**src/rtl/sqrt_pkg.sv**
```systemverilog
// Shared types for the integer square-root datapath and its inverse.
package sqrt_pkg;

    typedef enum logic [1:0] {
        IDLE,
        CALC,
        FINISH,
        DONE
    } sqrt_inv_state_t;

endpackage

```
**src/rtl/sqrt_inverse.sv**
```systemverilog
// Rebuilds operand = root*root + remainder with a radix-2 shift-add loop and
// flags remainders that no floor square root could have produced (rem > 2r).
module sqrt_inverse
    import sqrt_pkg::*;
#(
    parameter int Size = 64
) (
    input  logic                clk,
    input  logic                reset,
    input  logic                start,
    input  logic [Size/2-1:0]   root,
    input  logic [Size/2:0]     remainder,
    output logic                busy,
    output logic                done,
    output logic [Size-1:0]     result,
    output logic                invalid
);

    localparam int Half = Size / 2;
    localparam int CntW = $clog2(Half) + 1;

    sqrt_inv_state_t state, next_state;

    logic [Half-1:0] mcand;
    logic [Half-1:0] mplier;
    logic [Half:0]   rem_q;
    logic [Size-1:0] acc;
    logic [CntW-1:0] cnt;
    logic            done_q;
    logic            invalid_q;

    always_comb begin
        next_state = state;
        case (state)
            IDLE, DONE: if (start) next_state = CALC;
            CALC:       if (cnt == CntW'(Half - 1)) next_state = FINISH;
            FINISH:     next_state = DONE;
            default:    next_state = IDLE;
        endcase
    end

    always_ff @(posedge clk or negedge reset) begin
        if (!reset) begin
            state     <= IDLE;
            mcand     <= '0;
            mplier    <= '0;
            rem_q     <= '0;
            acc       <= '0;
            cnt       <= '0;
            done_q    <= 1'b0;
            invalid_q <= 1'b0;
        end else begin
            state <= next_state;
            case (state)
                IDLE, DONE: begin
                    if (start) begin
                        mcand     <= root;
                        mplier    <= root;
                        rem_q     <= remainder;
                        acc       <= '0;
                        cnt       <= '0;
                        done_q    <= 1'b0;
                        invalid_q <= 1'b0;
                    end
                end
                CALC: begin
                    // Multiplier consumed LSB first; weight of the bit is the counter.
                    if (mplier[0])
                        acc <= acc + ({{(Size - Half){1'b0}}, mcand} << cnt);
                    mplier <= mplier >> 1;
                    cnt    <= cnt + CntW'(1);
                end
                FINISH: begin
                    // An out-of-range remainder may wrap the sum; the wrapped value is kept.
                    acc       <= acc + {{(Size - Half - 1){1'b0}}, rem_q};
                    invalid_q <= (rem_q > {mcand, 1'b0});
                    done_q    <= 1'b1;
                end
                default: ;
            endcase
        end
    end

    assign busy    = (state == CALC) || (state == FINISH);
    assign done    = done_q;
    assign result  = acc;
    assign invalid = invalid_q;

endmodule

```
**config.mk**
```make
export PLATFORM = sky130hd
export DESIGN_NAME = sqrt_inverse
export DESIGN_NICKNAME = d
export VERILOG_FILES = /design/src/rtl/sqrt_pkg.sv /design/src/rtl/sqrt_inverse.sv
export SDC_FILE = /design/constraint.sdc
export NUM_CORES = 1
export LEC_CHECK = 0
export ABC_AREA = 1
export BUFFER_PORTS_ARGS = -buffer_cell sky130_fd_sc_hd__buf_2
export CELL_PAD_IN_SITES_DETAIL_PLACEMENT = 1
export CELL_PAD_IN_SITES_GLOBAL_PLACEMENT = 2
export CORE_MARGIN = 2
export CORE_UTILIZATION = 34
export CTS_BUF_LIST = sky130_fd_sc_hd__clkbuf_8
export DETAILED_ROUTE_END_ITERATION = 6
export PLACE_DENSITY = 0.84
export SLEW_MARGIN = 10
export SYNTH_ARGS = -nofsm -noshare
export SYNTH_HDL_FRONTEND = slang
export SYNTH_SLANG_ARGS = --single-unit
```
**constraint.sdc**
```tcl
create_clock -name clk -period 4.02 [get_ports clk]
set_input_delay 0.201 -clock clk [delete_from_list [all_inputs] [get_ports clk]]
set_output_delay 0.201 -clock clk [all_outputs]
set_load 0.02 [all_outputs]
```
==> results.yml <==
setup_path:
  path_max_fanout: 15
  critical_path_required_ns: 4.49
  critPathLaunchType: "flop"
  cp_num_buf_inv: 4
  crit_family: "simple AND/OR/NAND/NOR gates"
  cp-end-kind: "flop"
  crit_type: "flop to flop"
  worstPathArrival_ns: 4.32
  cpMostUsedCell: "nand2_1"
  crit_slowest_cell: "dfrtp_1"
  critPathMaxStageDelay_ns: 0.42
  path_cells: "buf_12 > o21ai_0 > mux2i_2 > buf_4 > o211ai_1 > o21ai_1 > nand2_1 > nand3_1 > a21oi_2 > ha_1 > nand2_1 > nor2_1 > inv_1 > buf_4 > nor2_1 > nand2_1 > nor3_1 > nand2_1 > nand2_1 > nand2_1 > nand3_1 > nand2_1"
layout:
  area_delta_synth_final_pct: 29.01
  antenna_cells: 0
  finalInstanceArea_um2: 19560
  drive_gt1_share_pct: 19.04
  fillCellCount: 5941
  nNetsFinal: 2993
  layout_common_cells: "nand2_1 (892), inv_1 (243), nor2_1 (210)"
  final_common_cell: "nand2_1"
synthesis:
  ys.flop_type: "dfrtp_1"
  synth-seq-cells: 171
  synth-compound-area-share_pct: 15.88
  yosysTopAreaCellShare_pct: 28.22
  synthCells: 2473
  yosysWarnings: 0
  synth_top_family_by_area: "simple AND/OR/NAND/NOR gates"
  yosys.area_share.simple_pct: 37.34
  synth.largest_area_cell: "dfrtp_1"
  synthXorXnorAreaFrac_pct: 0.2311
  synthTopCellsByArea: "dfrtp_1 (28%), nand2_1 (23%), ha_1 (9.2%)"
  synthMuxAreaShare_pct: 0.3961
  synth_cell_types: 47
  synth-edff-count: 0
  synth-async-reset-ratio_pct: 100.0
  synth_area_per_cell_um2: 6.131
  synthAdderAreaFrac_pct: 9.292
  synth_fp_nets: 2653
  synth-seq-area-share_pct: 28.22
  syn-cell-area_um2: 15160
placed_design:
  gp_congestion: 0.9816
  port_buffers: 134
  place_ws_ns: -0.3010
  placed_area_um2: 17830
  post-dp-hpwl_um: 60150
floorplanning:
  coreArea_um2: 44120
  ios: 135
  initial_core_util_pct: 34.36
  die_x_um: 215.2
  die_h_um: 215.2
  fp.dieArea_um2: 46300
  rows: 77
sta:
  worst_pin_slew_ns: 1.159
  rsz0062_at_grt: "true"
  skew_ns: 0.02163
  final.min_clock_period_ns: 3.848
  max_freq_mhz: 259.9
  setup_ws_ns: 0.1721
  slew_headroom_pct: 22.45
  fin_crit_sh_pct: 95.72
  finalHoldViolCount: 0
  maxSlewViolCount: 0
  setup_violations: 0
drt:
  routed_wl_um: 73750
  vias_per_cell: 5.286
  drt_iter0_markers: 989
  vias: 18060
  ant_nets: 0
  drt-wirelength-per-cell_um: 21.58
  dr.pass1.iters: 5
  drc_errors: 0
power:
  p_leak_nw: 9.951
  p_clk_share_pct: 7.2
  ir_drop_uv: 422.4
  p_seq_share_pct: 17.2
  comb_power_share_pct: 75.6
  p_sw_share_pct: 58.22
  p_total_mw: 19.08
  p_int_mw: 7.973
  powerDensity_nw_per_um2: 975.6
  p_switching_mw: 11.11
clock_tree:
  cts_buffers: 17
  htreeDepth: 4
  cts_root_buf: "clkbuf_8"
  clk_pin_slew_ns: 0.11
  worstSkewPairLatency_ns: 0.59
  clockBufferDepth: 2
  numClockSinks: 171
  cts_tree: "built"
global_routing:
  overflow: 0
  grt_max_degree: 98
  grt_pass1_wl_um: 112000
  grt.total_usage_pct: 32.01
  grt_pass1_vias: 19000
  antenna_found_initial: 1
worst_hold_path:
  hp-class: "primary input to flop"
run:
  cap_violations: 0
outcome:
  status: "finished, final reports clean"
synthesized netlist by cell type (21+ instances only):
cell	instances
nand2_1	918
inv_1	243
nor2_1	242
dfrtp_1	171
nand3_1	171
o21ai_0	169
a21oi_1	127
ha_1	111
clkbuf_1	50
o21ai_1	44
a31oi_1	36
nor3_1	23
nand4_1	21
worst min-delay path: stages:
cell,delay (ns)
buf_2,0.09
or2_2,0.21
nand3_1,0.09
o21ai_0,0.08
logic make-up (layout without fill, tap and decap cells):
logic type | count (synthesis) | count (layout)
AOI/OAI and AO/OA | 440 | 440
xor gates and xnor gates | 4 | 4
adders and majority gates | 112 | 112
buffers and inverters | 334 | 686
DFF | 171 | 171
muxes | 6 | 6
and+or+nand+nor | 1406 | 1406
final cells by class:
class	instances	area, µm²	area share (%)
Multi-Input combinational cell	1968	10240	52.38
Sequential cell	171	4279	21.88
Timing Repair Buffer	405	2955	15.11
Inverter	250	940.9	4.810
Tap cell	592	740.7	3.787
Clock buffer	18	247.7	1.267
Clock inverter	13	151.4	0.7740
sequential cells by signal, summed over array words and instances (netlist names):
signal   count
cnt          6
done         1
invalid      1
mcand       32
mplier      32
rem_q       33
result      64
state        2
power groups by stage:
stage / logic (mW) / registers, mW / clock network (mW)
floorplan: 7.44 / 3.17 / 0
global placement: 13.0 / 3.26 / 0
detailed placement: 13.4 / 3.28 / 0
CTS: 13.5 / 3.25 / 1.41
global route: 15.8 / 3.34 / 1.45
finish: 14.4 / 3.28 / 1.38
through the flow:
step	utilization, %	hold WS, ns	TNS (ns)	std cells
after floorplan	-	-0.09459	0	2473
after global placement	40.41	0.2756	-2.186	3317
after detailed placement	40.41	0.2791	-5.288	3317
after CTS	42.96	0.04985	0	3415
after global routing	44.33	0.1395	-0.3222	3417
final	44.33	0.1202	0	3417
routing by layer:
layer | up-vias | track usage, % | wire [µm] | part of all wire, %
met5 | - | 0 | 0 | 0
met1 | 8873 | 39.90 | 32040 | 43
met2 | 349 | 55.74 | 35990 | 49
li1 | 8713 | - | - | -
met3 | 127 | 3.581 | 2568 | 3.5
met4 | 0 | 14.00 | 3148 | 4.3
repair_timing:
item,4_1_cts,5_1_grt
buffers inserted,1,2
hold buffers,66,0
endpoints found under the setup margin,41,49
gates resized for setup,23,180
endpoints found under the hold margin,173,0
pin swaps,1,13
worst paths after layout:
check                           slack [ns]  depth (start not counted)                      to                  start
worst max-delay path                  0.17                         22  result[62]$_DFFE_PN0P_     cnt[0]$_DFFE_PN0P_
worst min-delay path                  0.12                          4      cnt[1]$_DFFE_PN0P_                  start
worst max register to register        0.17                         22  result[62]$_DFFE_PN0P_     cnt[0]$_DFFE_PN0P_
worst min register to register        0.53                          2   mplier[0]$_DFFE_PN0P_  mplier[1]$_DFFE_PN0P_
max in group asynchronous             2.73                          3   mcand[29]$_DFFE_PN0P_                  reset
min in group asynchronous             0.18                          2  result[12]$_DFFE_PN0P_                  reset
Note: power is estimated with default switching activity, not from simulation.
